## src/rtl/seven_seg_scan.sv

```systemverilog
// -----------------------------------------------------------------------------
// seven_seg_scan
//
// Time-multiplexed seven-segment display driver. A shadow register holds
// NUM_DIGITS BCD digits. The driver scans them one at a time onto a shared
// active-low segment bus, with active-low anode enables.
//
// Features:
//   - one dead cycle at the start of every digit slot (anti-ghosting);
//   - per-digit blinking, with a half-period of BLINK_FRAMES scan frames;
//   - optional leading-zero blanking, built only when the macro
//     SEVEN_SEG_SCAN_LZ_BLANK_EN is defined.
//
// Parameters:
//   NUM_DIGITS    digits scanned (>= 2)
//   REFRESH_DIV   clk cycles per digit slot (>= 2)
//   BLINK_FRAMES  full frames per blink half-period (>= 1)
//
// Ports:
//   clk         system clock
//   rst         synchronous active-high reset
//   digits      BCD digits; digit i = digits[4i+3:4i], i=0 rightmost
//   load        capture digits into the shadow register at this edge
//   blink_mask  bit i=1 makes digit i blink
//   dp_mask     bit i=1 lights the decimal point of digit i (sampled live)
//   seg         active-low segments, seg[6]=a .. seg[0]=g
//   dp          active-low decimal point
//   an          active-low anode enables, an[i] drives digit i
//   frame_tick  one-cycle pulse in the cycle after the scan index wraps to 0
// -----------------------------------------------------------------------------
module seven_seg_scan #(
  parameter int NUM_DIGITS   = 4,
  parameter int REFRESH_DIV  = 100000,
  parameter int BLINK_FRAMES = 64
) (
  input  logic                    clk,
  input  logic                    rst,
  input  logic [4*NUM_DIGITS-1:0] digits,
  input  logic                    load,
  input  logic [NUM_DIGITS-1:0]   blink_mask,
  input  logic [NUM_DIGITS-1:0]   dp_mask,
  output logic [6:0]              seg,
  output logic                    dp,
  output logic [NUM_DIGITS-1:0]   an,
  output logic                    frame_tick
);

  localparam int PW = $clog2(REFRESH_DIV);
  localparam int IW = $clog2(NUM_DIGITS);
  localparam int FW = (BLINK_FRAMES > 1) ? $clog2(BLINK_FRAMES) : 1;

  localparam logic [PW-1:0] PRE_LAST  = PW'(REFRESH_DIV - 1);
  localparam logic [IW-1:0] IDX_LAST  = IW'(NUM_DIGITS - 1);
  localparam logic [FW-1:0] FCNT_LAST = FW'(BLINK_FRAMES - 1);

  logic [4*NUM_DIGITS-1:0] shadow;
  logic [PW-1:0]           pre;
  logic [IW-1:0]           idx;
  logic [FW-1:0]           fcnt;
  logic                    phase;

  logic                  pre_wrap;
  logic                  idx_wrap;
  logic                  fcnt_wrap;
  logic [3:0]            cur_digit;
  logic                  cur_blink;
  logic                  cur_dp;
  logic                  cur_lz;
  logic [NUM_DIGITS-1:0] an_sel;
  logic                  slot_off;

  // Active-low segment pattern; every non-BCD value shows "E".
  function automatic logic [6:0] encode(input logic [3:0] v);
    case (v)
      4'd0:    encode = 7'b0000001;
      4'd1:    encode = 7'b1001111;
      4'd2:    encode = 7'b0010010;
      4'd3:    encode = 7'b0000110;
      4'd4:    encode = 7'b1001100;
      4'd5:    encode = 7'b0100100;
      4'd6:    encode = 7'b0100000;
      4'd7:    encode = 7'b0001111;
      4'd8:    encode = 7'b0000000;
      4'd9:    encode = 7'b0001100;
      default: encode = 7'b0110000;
    endcase
  endfunction

  assign pre_wrap  = (pre == PRE_LAST);
  assign idx_wrap  = pre_wrap && (idx == IDX_LAST);
  assign fcnt_wrap = idx_wrap && (fcnt == FCNT_LAST);

  // Select the current digit, its mask bits and its anode from idx.
  always_comb begin
    // NOTE: every combinational output gets a default first, so no path can
    // leave it unassigned and infer a latch.
    cur_digit = '0;
    cur_blink = 1'b0;
    cur_dp    = 1'b0;
    cur_lz    = 1'b0;
    an_sel    = '1;
`ifdef SEVEN_SEG_SCAN_LZ_BLANK_EN
    begin : lz_scan
      // lead_zero[i] is set when digit i and every more-significant digit are 0.
      logic [NUM_DIGITS-1:0] lead_zero;
      lead_zero[NUM_DIGITS-1] = (shadow[4*(NUM_DIGITS-1) +: 4] == 4'd0);
      for (int i = NUM_DIGITS - 2; i >= 0; i--) begin
        lead_zero[i] = lead_zero[i+1] && (shadow[4*i +: 4] == 4'd0);
      end
      for (int i = 1; i < NUM_DIGITS; i++) begin
        if (idx == IW'(i)) cur_lz = lead_zero[i];
      end
    end
`endif
    for (int i = 0; i < NUM_DIGITS; i++) begin
      if (idx == IW'(i)) begin
        cur_digit = shadow[4*i +: 4];
        cur_blink = blink_mask[i];
        cur_dp    = dp_mask[i];
        an_sel[i] = 1'b0;
      end
    end
  end

  // Dead cycle at the start of a slot, a blinking digit in its dark phase,
  // and a blanked leading zero all turn the whole display off.
  assign slot_off = (pre == '0) || (phase && cur_blink) || cur_lz;

  always_ff @(posedge clk) begin
    // NOTE: registered state uses non-blocking assignments, so every
    // right-hand side sees the values from before this edge.
    if (rst) begin
      // The shadow register is reset too, so the display shows zeros
      // instead of stale or undefined digits after a reset.
      shadow     <= '0;
      pre        <= '0;
      idx        <= '0;
      fcnt       <= '0;
      phase      <= 1'b0;
      seg        <= '1;
      dp         <= 1'b1;
      an         <= '1;
      frame_tick <= 1'b0;
    end else begin
      if (load) shadow <= digits;

      pre <= pre_wrap ? '0 : pre + PW'(1);
      if (pre_wrap) idx <= idx_wrap ? '0 : idx + IW'(1);
      if (idx_wrap) fcnt <= fcnt_wrap ? '0 : fcnt + FW'(1);
      if (fcnt_wrap) phase <= ~phase;
      frame_tick <= idx_wrap;

      if (slot_off) begin
        seg <= '1;
        dp  <= 1'b1;
        an  <= '1;
      end else begin
        seg <= encode(cur_digit);
        dp  <= ~cur_dp;
        an  <= an_sel;
      end
    end
  end

endmodule

```

## config.mk

```make
export PLATFORM = sky130hd
export DESIGN_NAME = seven_seg_scan
export DESIGN_NICKNAME = d
export VERILOG_FILES = /design/src/rtl/seven_seg_scan.sv
export SDC_FILE = /design/constraint.sdc
export NUM_CORES = 1
export LEC_CHECK = 0
export BUFFER_PORTS_ARGS = -buffer_cell sky130_fd_sc_hd__clkbuf_2
export CAP_MARGIN = 5
export CORE_ASPECT_RATIO = 1.5
export CORE_MARGIN = 2
export CORE_UTILIZATION = 51
export DETAILED_ROUTE_END_ITERATION = 7
export MAX_ROUTING_LAYER = met4
export PLACE_DENSITY = 0.83
export SYNTH_ARGS = -nofsm -noshare
export SYNTH_HDL_FRONTEND = slang
export SYNTH_SLANG_ARGS = --single-unit
```

## constraint.sdc

```tcl
create_clock -name clk -period 1.9 [get_ports clk]
set_input_delay 0.285 -clock clk [delete_from_list [all_inputs] [get_ports clk]]
set_output_delay 0.285 -clock clk [all_outputs]
set_load 0.1 [all_outputs]
```

# After elaboration in Yosys (flattened, before gate mapping)
# Memory sizes are Yosys's and may differ from the RTL's. A register that Yosys moved wholly into a read port is not among the register bits.
# Index checks and enable logic that the tools add are counted.
[totals]
ff_bits = 48
romBits = 112
out_inout_bits = 13
word_cells = 45
n_memories = 1
[mem_list]
columns = ["name", "words", "word_bits", "rd", "rd_clocked_by_memory_dff", "wr", "line_no", "rtl"]
rows = [
  ["(no name shown)", 16, 7, 1, 1, 0, "74", "case (v)"],
]
[op_classes]
add_sub_neg = 3
n_eq_ne = 5
mux = 18
bitwise_logic = 2
n_reduce_logical = 8
[op_table]
columns = ["operator", "count"]
rows = [
  ["17-bit by 1-bit adder with 17-bit output (second input constant)", 1],
  ["17-bit == test (second input constant)", 1],
  ["17-bit logical NOT", 1],
  ["4-bit two-way mux", 4],
  ["1-bit two-way mux", 12],
  ["6-bit by 1-bit adder with 6-bit output (second input constant)", 1],
  ["6-bit == test (second input constant)", 1],
  ["6-bit two-way mux", 1],
  ["2-bit == test (second input constant)", 2],
  ["2-bit OR reduction", 2],
  ["1-bit logical AND", 3],
  ["2-bit by 1-bit adder with 2-bit output (second input constant)", 1],
  ["2-bit by 1-bit == test with 1-bit output (second input constant)", 1],
  ["2-bit logical NOT", 1],
  ["2-bit two-way mux", 1],
  ["1-bit inverter", 2],
  ["1-bit logical OR", 1],
]

# Depth between registers and ports, before layout
# Gate-level depths: netlist (run 1).
[depth]
depth_word = 8
depth_mapped = 9

# Worst setup path before layout (run 1)
# Ideal clock, no wire load.
[synth_path]
path_type = "flip-flop to flip-flop"
from = "reg idx[1]"
to = "reg seg[5]"
setup_time_ns = 0.142
t_arrival_ns = 1.818
required_ns = 1.758
path_slack_ns = -0.059
path_stages_with_launch = 9
path_buffers = 1
synth_period_minus_slack_ns = 1.959
path_cell_list = "dfxtp_1 > inv_1 > ha_1 > buf_2 > nand3b_1 > a211oi_2 > ha_1 > a21boi_0 > o211ai_1"
[synth_via]
elab_chain_len = 8
[synth_lines]
columns = ["item", "line_no", "rtl"]
rows = [
  ["start, declared", "58", "logic [IW-1:0] idx;"],
  ["start signal, assigned", "148", "if (pre_wrap) idx <= idx_wrap ? '0 : idx + IW'(1);"],
  ["2-bit logical NOT", "116", "if (idx == IW'(i)) begin"],
  ["1-bit two-way mux (4 in a row)", "116", ""],
  ["1-bit logical AND", "127", "assign slot_off = (pre == '0) || (phase && cur_blink) || cur_lz;"],
  ["1-bit logical OR", "127", ""],
  ["2-bit OR reduction (no line)", "--", ""],
  ["end, declared", "42", "output logic [6:0] seg,"],
]
# Parallel ways exist; a longest one is shown, timed or not.
# A chain may end at the register's enable or synchronous reset.

# Worst setup path after layout (run 1)
[layout_path]
from = "reg idx[1]"
to = "reg seg[3]"
# Same word-level chain as after synthesis.

==> out/qor.txt, run 1 <==
status: finished clean
placed cell area: 3070 um^2
Final Max Tran Viols: 0
post-synthesis simple-gate area fraction: 24.0%
CP Data Required Time: 2100 ps
Final period util: 99.0%
CP Max Fanout: 6
Hold Path Class: primary input to flip-flop
Setup WS pre-CTS: -49.9 ps
Worst EP arrival: 2080 ps
Routed Antenna Nets: 0
initial drt markers: 129
Port Buffers: 39
clock latency on the worst-skew pair: 320 ps
Setup WS post-layout: 19.8 ps
type of the worst setup path: flip-flop to flip-flop
Rows: 31
WL per Instance: 14.3 um
top_reg_cell synth: dfxtp_1
dpl hpwl: 4.37 mm
GRT Max-Usage Layer: met2
Final Hold Vio Count: 0
GRT Total Usage: 21.7%
Post-Syn Area per Cell: 9.09 um^2
Initial Utilization: 53.4%
Yosys cell types: 43
Async SR Flop Fraction: 0%
dpl cells: 407
Compound-Gate Fraction of Synth Area: 12.9%
slew margin rel.: 62.8%
final instance area: 3340 um^2
largest net degree at the start of global routing: 21
clock period minus worst slack: 1880 ps
worst slew pin tran: 558 ps
Die W: 62.4 um
GRT met1 Usage: 18.7%
Via density: 5.54
setup TNS: 0 ps
CTS tree: built
XOR/XNOR Fraction of Synth Area: 4.70%
drt total wl: 6.04 mm
Critical R2R Launch: idx[1]
clk_skew: 11.9 ps
P per Cell Area: 676 nW/um^2
clock root buffer: clkbuf_8
Core Area: 4890 um^2
Yosys reg bits: 55
Final Hold Slack: 198 ps
Crit. End Element: flip-flop
most frequent cells in the layout: dfxtp_1 (51), clkbuf_2 (39), nor2_1 (35)
mapped cell area: 2610 um^2
GRT overflow: 0
Synth Instances: 287
total die area: 5720 um^2
fin nets: 391
CP startpoint kind: flip-flop
Die Y-Extent: 91.6 um
Clk pin slew, worst setup/hold paths: 110 ps
proportion of layout cells with a drive suffix above 1: 31.3%
Clock H-tree levels: 2
P&R area growth vs syn: 28.1%
Max IR drop VDD: 0.370 mV
max-cap viol count: 0
first-pass GRT wire length: 9.65 mm
Worst Setup SP: idx[1]
Synthesized Nets: 324
global placement routability congestion: 0.934
RSZ-0062 raised after global routing: yes
Layout fillers: 380
met2 global-route usage: 42.3%
clock sink count: 55
# IOs: 40
Final setup violation count: 0
TritonRoute pass-1 iters: 4
final core occ: 68.4%
largest family of logic cells by synthesized area: simple AND/OR/NAND/NOR gates
number of diodes: 0
Hold Buf Count CTS: 0
most common cell after layout, fill and taps aside: dfxtp_1
CTS Buffer Depth: 2
EDFF count, synth: 0
CTS buffer count: 5
DRC errors left: 0
fin cells: 421
HP Start: digits[9]
Via Count: 2334
fmax: 0.532 GHz
M3 GR Usage: 3.84%
vias in the first global route: 2295
Seq/Total Area, Yosys: 42.2%
Ys Warns: 0
multiplexer share of the synthesized area: 6.14%
initial antenna violation count: 0
Synth Area in Adders: 4.80%
Power Total: 2.26 mW
Leak: 1.37 nW
==> cells in the mapped netlist, drive strengths merged, types with 6 or more instances <==
cell	count	area share [%]
nor2b	6	1.4
nand4	9	2.6
nand3	14	2.7
buf	10	2.2
nand2	8	1.2
a21oi	11	2.1
a211oi	6	2.1
xnor2	10	3.4
clkbuf	7	1.0
or4	6	1.7
nor2	35	5.0
dfxtp	55	42
inv	15	2.2
ha	10	4.8
nor3	7	1.3
mux2i	16	6.1
o21ai	8	1.5
==> metal layers <==
metal  share of wire (%)  vias up
li1                    -     1156
met1                  36     1078
met2                  56       72
met3                 3.5       28
met4                 5.0        0
met5                   0        -
==> power breakdown <==
part	leakage (nW)	total (mW)	internal [mW]	switching (mW)
combinational	0.867	0.359	0.111	0.249
sequential	0.451	1.23	1.20	0.0259
clock	0.0502	0.675	0.274	0.401
total	1.37	2.26	1.58	0.676
==> critical path: stages, from the launching register on <==
cell and delay (ps):
dfxtp_2 370, inv_1 90, ha_4 200, nand3b_1 230, a211oi_4 350, inv_1 80
ha_1 300, nand3_1 70, nand4_1 90
==> flip-flops by register name, summed over array words and instances (netlist names) <==
name / cells
shadow: 16
seg: 7
phase: 1
frame_tick: 1
idx: 2
fcnt: 6
pre: 17
an: 4
dp: 1
==> logic make-up after synthesis <==
logic type                 count (synthesis)
and+or+nand+nor                          112
adders and majority gates                 10
buffers and inverters                     32
muxes                                     16
DFF                                       55
AOI/OAI and AO/OA                         48
xor gates and xnor gates                  14
==> path summary, 6_finish.rpt <==
check | endpoint | slack (ps) | cells after the start
max | seg[3] | 20 | 8
min | shadow[9] | 200 | 3
max reg2reg | seg[3] | 20 | 8
min reg2reg | fcnt[4] | 490 | 2
==> cell type report <==
class	count	area (um^2)	area share (%)
Multi-Input combinational cell	200	1470	43.9
Clock inverter	3	28.8	0.861
Timing Repair Buffer	77	532	15.9
Inverter	15	56.3	1.69
Tap cell	66	82.6	2.47
Clock buffer	5	68.8	2.06
Sequential cell	55	1110	33.1
==> timing repair <==
action,in CTS,in global routing
pin swaps,2,10
hold endpoints to repair,0,0
setup buffers,0,4
setup endpoints to repair,6,20
gates resized for setup,4,17
cloned,0,2
Power figures use the tool's default switching activity.
==> inputs of run 2 (changes only) <==
- CORE_MARGIN: 2 -> 3
- PLACE_DENSITY: 0.83 -> not set
- PLACE_DENSITY_LB_ADDON: not set -> 0.3
==> run 2 against run 1 <==
Against the previous run:
- hold slack better by 10 ps
- final cell count decreased by 1.9%
- die area is 5.5% higher
- via count shrank 2.5%
- register-to-register slack improved by 60 ps
- combinational power hardly changed
- global-route usage is 1.4 points lower
- core utilization down 1.2 points
- non-clock buffer count down 8
- sequential power about the same
- critical path depth shrank 2
- largest power group unchanged
==> out/qor.txt, run 2 (synthesis results as in run 1) <==
dpl cells: 402 (was 407)
first-pass GRT wire length: 9.39 mm (was 9.65 mm)
Int Power: 1.83 mW (was 1.58 mW)
CP Data Required Time: 2150 ps (was 2100 ps)
Crit. End Element: flip-flop (unchanged)
slew margin rel.: 64.0% (was 62.8%)
Routed Antenna Nets: 0 (unchanged)
Critical R2R Launch: pre[0] (was idx[1])
Final setup violation count: 0 (unchanged)
worst hold path depth: 3 (unchanged)
switching pwr: 0.633 mW (was 0.676 mW)
CP Max Fanout: 10 (was 6)
type of the worst setup path: flip-flop to flip-flop (unchanged)
worst reg-to-reg path cell count: 6 (was 8)
Core Area: 4890 um^2 (unchanged)
fin cells: 413 (was 421)
Max IR drop VDD: 0.688 mV (was 0.370 mV)
GRT Total Usage: 20.3% (was 21.7%)
fmax: 0.550 GHz (was 0.532 GHz)
Rows: 31 (unchanged)
Clk pin slew, worst setup/hold paths: 100 ps (was 110 ps)
Via Count: 2275 (was 2334)
Hold Buf Count CTS: 0 (unchanged)
worst slew pin tran: 542 ps (was 558 ps)
CTS Buffer Depth: 2 (unchanged)
Sw Ratio: 25.7% (was 29.9%)
GRT overflow: 0 (unchanged)
Port Buffers: 39 (unchanged)
CTS buffer count: 5 (unchanged)
CP startpoint kind: flip-flop (unchanged)
RSZ-0062 raised after global routing: yes (unchanged)
initial antenna violation count: 0 (unchanged)
Via density: 5.51 (was 5.54)
proportion of layout cells with a drive suffix above 1: 29.4% (was 31.3%)
drt total wl: 5.69 mm (was 6.04 mm)
CTS tree: built (unchanged)
Die Y-Extent: 93.6 um (was 91.6 um)
Final Hold Slack: 208 ps (was 198 ps)
max-cap viol count: 0 (unchanged)
Initial Utilization: 53.4% (unchanged)
global placement routability congestion: 0.897 (was 0.934)
Final period util: 95.7% (was 99.0%)
TritonRoute pass-1 iters: 4 (unchanged)
Hold Path Class: primary input to flip-flop (unchanged)
clock period minus worst slack: 1820 ps (was 1880 ps)
most frequent cells in the layout: dfxtp_1 (51), clkbuf_2 (39), nor2_1 (35) (unchanged)
Largest register FFs: 17 (unchanged)
# IOs: 40 (unchanged)
R2R Setup Slk: 80 ps (was 20 ps)
clock root buffer: clkbuf_8 (unchanged)
P per Cell Area: 752 nW/um^2 (was 676 nW/um^2)
Die W: 64.4 um (was 62.4 um)
HP Start: digits[7] (was digits[9])
largest net degree at the start of global routing: 27 (was 21)
WL per Instance: 13.8 um (was 14.3 um)
dpl hpwl: 4.16 mm (was 4.37 mm)
fin nets: 383 (was 391)
clock sink count: 55 (unchanged)
Power Total: 2.47 mW (was 2.26 mW)
Layout fillers: 416 (was 380)
clock latency on the worst-skew pair: 300 ps (was 320 ps)
Setup WS pre-CTS: -57.6 ps (was -49.9 ps)
Final Hold Vio Count: 0 (unchanged)
final core occ: 67.2% (was 68.4%)
status: finished clean (unchanged)
DRC errors left: 0 (unchanged)
initial drt markers: 134 (was 129)
Clock power frac: 36.0% (was 29.9%)
sequential power share: 49.4% (was 54.2%)
most common cell after layout, fill and taps aside: dfxtp_1 (unchanged)
combinational power share: 14.6% (was 15.9%)
total die area: 6030 um^2 (was 5720 um^2)
Clock H-tree levels: 2 (unchanged)
clk_skew: 7.85 ps (was 11.9 ps)
Final Max Tran Viols: 0 (unchanged)
P&R area growth vs syn: 25.9% (was 28.1%)
number of diodes: 0 (unchanged)
FF-to-FF End: phase (was seg[3])
vias in the first global route: 2144 (was 2295)
Leak: 1.32 nW (was 1.37 nW)
biggest regs: pre x17, shadow x16, seg x7 (unchanged)
Setup WS post-layout: 82.4 ps (was 19.8 ps)
Largest Register: pre (unchanged)
Worst EP arrival: 2070 ps (was 2080 ps)
WHS Endpoint: shadow[7] (was shadow[9])
[run 2: power groups by stage]
stage	Sequential (mW)	Clock, mW	Combinational [mW]
after floorplan	1.38	0	0.122
after global placement	1.25	0	0.354
after detailed placement	1.25	0	0.359
final	1.22	0.887	0.361
after global routing	1.23	0.964	0.387
after CTS	1.22	0.914	0.361
[run 2: area by class of cell]
class / count / area, um^2 / area share, %
Clock inverter: 2 / 60.1 / 1.83
Timing Repair Buffer: 69 / 434 / 13.2
Tap cell: 66 / 82.6 / 2.52
Multi-Input combinational cell: 200 / 1460 / 44.6
Clock buffer: 6 / 72.6 / 2.21
Inverter: 15 / 58.8 / 1.79
Sequential cell: 55 / 1110 / 33.8
[run 2: what timing repair did]
action / in CTS / in global routing
buffers inserted: 0 / 2
pin swaps: 0 / 6
resized for setup: 3 / 21
gates cloned: 0 / 1
endpoints found under the setup margin: 12 / 12
[run 2: critical path, stage by stage, from the launching register on]
cell     delay (ps)
dfxtp_2         340
ha_2            180
and4_4          240
nand4_1         140
buf_6           180
or4_1           530
a21oi_2         150
[run 2: worst max path at each step]
stage	startpoint	to	slack, ps
floorplan	idx[0]	seg[0]	10
global placement	idx[0]	fcnt[5]	10
detailed placement	idx[0]	seg[1]	-60
CTS	idx[1]	seg[3]	30
global route	pre[0]	fcnt[0]	-10
finish	pre[0]	phase	80
[run 2: through the flow]
step | setup TNS [ps] | area, um^2
global placement | 0 | 3040
global route | -41.8 | 3280
finish | 0 | 3280
CTS | 0 | 3170
floorplan | 0 | 2630
detailed placement | -350 | 3040
[run 2: per-layer routing]
layer  share of wire (%)  global-route usage (%)  up-vias
li1                    -                       -     1145
met1                  38                    20.0     1081
met2                  56                    38.8       40
met3                 3.0                    3.37        9
met4                 2.1                    8.11        0
met5                   0                       -        -
==> inputs of run 3 (changes only) <==
- CORE_UTILIZATION: 51 -> 40
- SLEW_MARGIN: not set -> 20
==> run 3 against run 2 <==
Against the previous run:
- critical path depth grew 1
- routed wire length grew 0.86%
- setup slack lost 37 ps
- non-clock buffer count shrank 5
- design area shrank 3.2%
- fmax shrank 2.0%
- count of clock-buffer cells in the layout is the same
- clock skew grew 3.5 ps
- sequential share of layout area grew 1.0 points
- sequential power is essentially flat
- via count is the same
- global-route usage shrank 4.1 points
==> out/qor.txt, run 3 (synthesis results as in run 1) <==
proportion of layout cells with a drive suffix above 1: 27.2% (was 29.4%)
GRT Max-Usage Layer: met2 (unchanged)
clock root buffer: clkbuf_8 (unchanged)
Setup WS post-layout: 44.9 ps (was 82.4 ps)
number of diodes: 0 (unchanged)
Rows: 35 (was 31)
Port Buffers: 39 (unchanged)
clk_skew: 11.3 ps (was 7.85 ps)
first-pass GRT wire length: 9.63 mm (was 9.39 mm)
TritonRoute pass-1 iters: 4 (unchanged)
Final Max Tran Viols: 0 (unchanged)
worst path cell trace: inv_2, ha_4, buf_4, nand3b_1, a211o_4, o211ai_1, o2111ai_1 (was ha_2, and4_4, nand4_1, buf_6, or4_1, a21oi_2)
biggest regs: pre x17, shadow x16, seg x7 (unchanged)
Initial Utilization: 42.0% (was 53.4%)
worst reg-to-reg path cell count: 7 (was 6)
dpl cells: 406 (was 402)
Leak: 1.26 nW (was 1.32 nW)
R2R Setup Slk: 40 ps (was 80 ps)
most frequent cells in the layout: dfxtp_1 (53), clkbuf_2 (39), nor2_1 (35) (was dfxtp_1 (51), clkbuf_2 (39), nor2_1 (35))
CTS tree: built (unchanged)
slew margin rel.: 63.7% (was 64.0%)
fin cells: 416 (was 413)
# IOs: 40 (unchanged)
drt total wl: 5.74 mm (was 5.69 mm)
fin nets: 378 (was 383)
global placement routability congestion: 0.838 (was 0.897)
clock sink count: 55 (unchanged)
DRC errors left: 0 (unchanged)
vias in the first global route: 2170 (was 2144)
Max IR drop VDD: 0.310 mV (was 0.688 mV)
Via density: 5.47 (was 5.51)
type of the worst setup path: flip-flop to flip-flop (unchanged)
Final Hold Vio Count: 0 (unchanged)
Largest Register: pre (unchanged)
FF-to-FF End: seg[2] (was phase)
Clock H-tree levels: 2 (unchanged)
worst slew pin tran: 547 ps (was 542 ps)
WL per Instance: 13.8 um (about the same)
largest net degree at the start of global routing: 27 (unchanged)
slowest CP cell: dfxtp_4 (was or4_1)
Clk pin slew, worst setup/hold paths: 100 ps (about the same)
worst path bufs/invs: 2 (was 1)
dpl hpwl: 4.25 mm (was 4.16 mm)
Crit. End Element: flip-flop (unchanged)
CP Data Required Time: 2090 ps (was 2150 ps)
CTS Buffer Depth: 2 (unchanged)
setup TNS: 0 ps (unchanged)
WP depth: 7 (was 6)
fmax: 0.539 GHz (was 0.550 GHz)
total die area: 7550 um^2 (was 6030 um^2)
most common cell after layout, fill and taps aside: dfxtp_1 (unchanged)
Final setup violation count: 0 (unchanged)
P per Cell Area: 697 nW/um^2 (was 752 nW/um^2)
clock latency on the worst-skew pair: 310 ps (was 300 ps)
status: finished clean (unchanged)
Hold Path Class: primary input to flip-flop (unchanged)
M3 GR Usage: 3.56% (was 3.37%)
Largest register FFs: 17 (unchanged)
placed cell area: 3000 um^2 (was 3040 um^2)
Top delay family on crit path: compound AO/OA/AOI/OAI gates (was simple AND/OR/NAND/NOR gates)
Power Total: 2.22 mW (was 2.47 mW)
GRT met1 Usage: 16.3% (was 20.0%)
Worst Setup SP: idx[1] (was pre[0])
max-cap viol count: 0 (unchanged)
Final period util: 97.6% (was 95.7%)
Worst EP arrival: 2040 ps (was 2070 ps)
GRT Total Usage: 16.2% (was 20.3%)
initial drt markers: 63 (was 134)
Setup WS pre-CTS: -29.2 ps (was -57.6 ps)
CTS buffer count: 5 (unchanged)
Via Count: 2275 (unchanged)
Die W: 71.9 um (was 64.4 um)
CP Capture Point: seg[2] (was phase)
clock period minus worst slack: 1860 ps (was 1820 ps)
Critical R2R Launch: idx[1] (was pre[0])
met2 global-route usage: 29.7% (was 38.8%)
CP startpoint kind: flip-flop (unchanged)
CP Max Fanout: 8 (was 10)
GRT overflow: 0 (unchanged)
Routed Antenna Nets: 0 (unchanged)
Die Y-Extent: 105 um (was 93.6 um)
Largest stage delay, worst path: 400 ps (was 530 ps)
P&R area growth vs syn: 21.8% (was 25.9%)
Core Area: 6220 um^2 (was 4890 um^2)
final core occ: 51.1% (was 67.2%)
Final Hold Slack: 203 ps (was 208 ps)
final instance area: 3180 um^2 (was 3280 um^2)
initial antenna violation count: 0 (unchanged)
-- run 3: changes by cell type in the layout (fill, tap and decap cells not counted), sizes merged --
cell and change:
buf -5, clkinvlp +1, clkinv +1, bufinv -2
-- run 3: worst min-delay path by stage --
| stage | cells after the start | slack (ps) | endpoint | from |
|---|---|---|---|---|
| after detailed placement | 2 | 480 | phase | phase |
| after floorplan | 2 | 430 | shadow[0] | digits[0] |
| after global placement | 2 | 460 | fcnt[4] | fcnt[4] |
| after global routing | 3 | 200 | shadow[10] | digits[10] |
| final | 3 | 200 | shadow[15] | digits[15] |
| after CTS | 3 | 200 | shadow[15] | digits[15] |
-- run 3: power by group --
group | internal [mW] | switching [mW]
sequential | 1.20 | 0.0257
clock | 0.259 | 0.379
combinational | 0.108 | 0.248
total | 1.56 | 0.653
-- run 3: layer usage --
layer	routed length [um]	part of all wire [%]
met3	212	3.7
met2	3060	53
met4	145	2.5
met1	2320	40
met5	0	0
-- run 3: final cells by class --
type | instances | area, um^2
inverter | 15 | 56.3
timing repair buffer | 64 | 383
fill | 622 | 3040
clock inverter | 2 | 12.5
multi-input combinational | 200 | 1450
clock buffer | 6 | 72.6
tap | 74 | 92.6
sequential | 55 | 1110
-- run 3: worst reg2reg max path: cells and delay by family (launching register included) --
| kind | cells | cell delay [ps] |
|---|---|---|
| and+or+nand+nor | 1 | 190 |
| DFF | 1 | 400 |
| buffers and inverters | 2 | 210 |
| AOI/OAI and AO/OA | 3 | 740 |
| adders and majority gates | 1 | 190 |
-- run 3: what timing repair did --
action | 4_1_cts | 5_1_grt
buffers inserted | 0 | 2
gates resized for setup | 1 | 16
endpoints found under the setup margin | 2 | 19
pin swaps | 0 | 3
hold buffers | 0 | 0
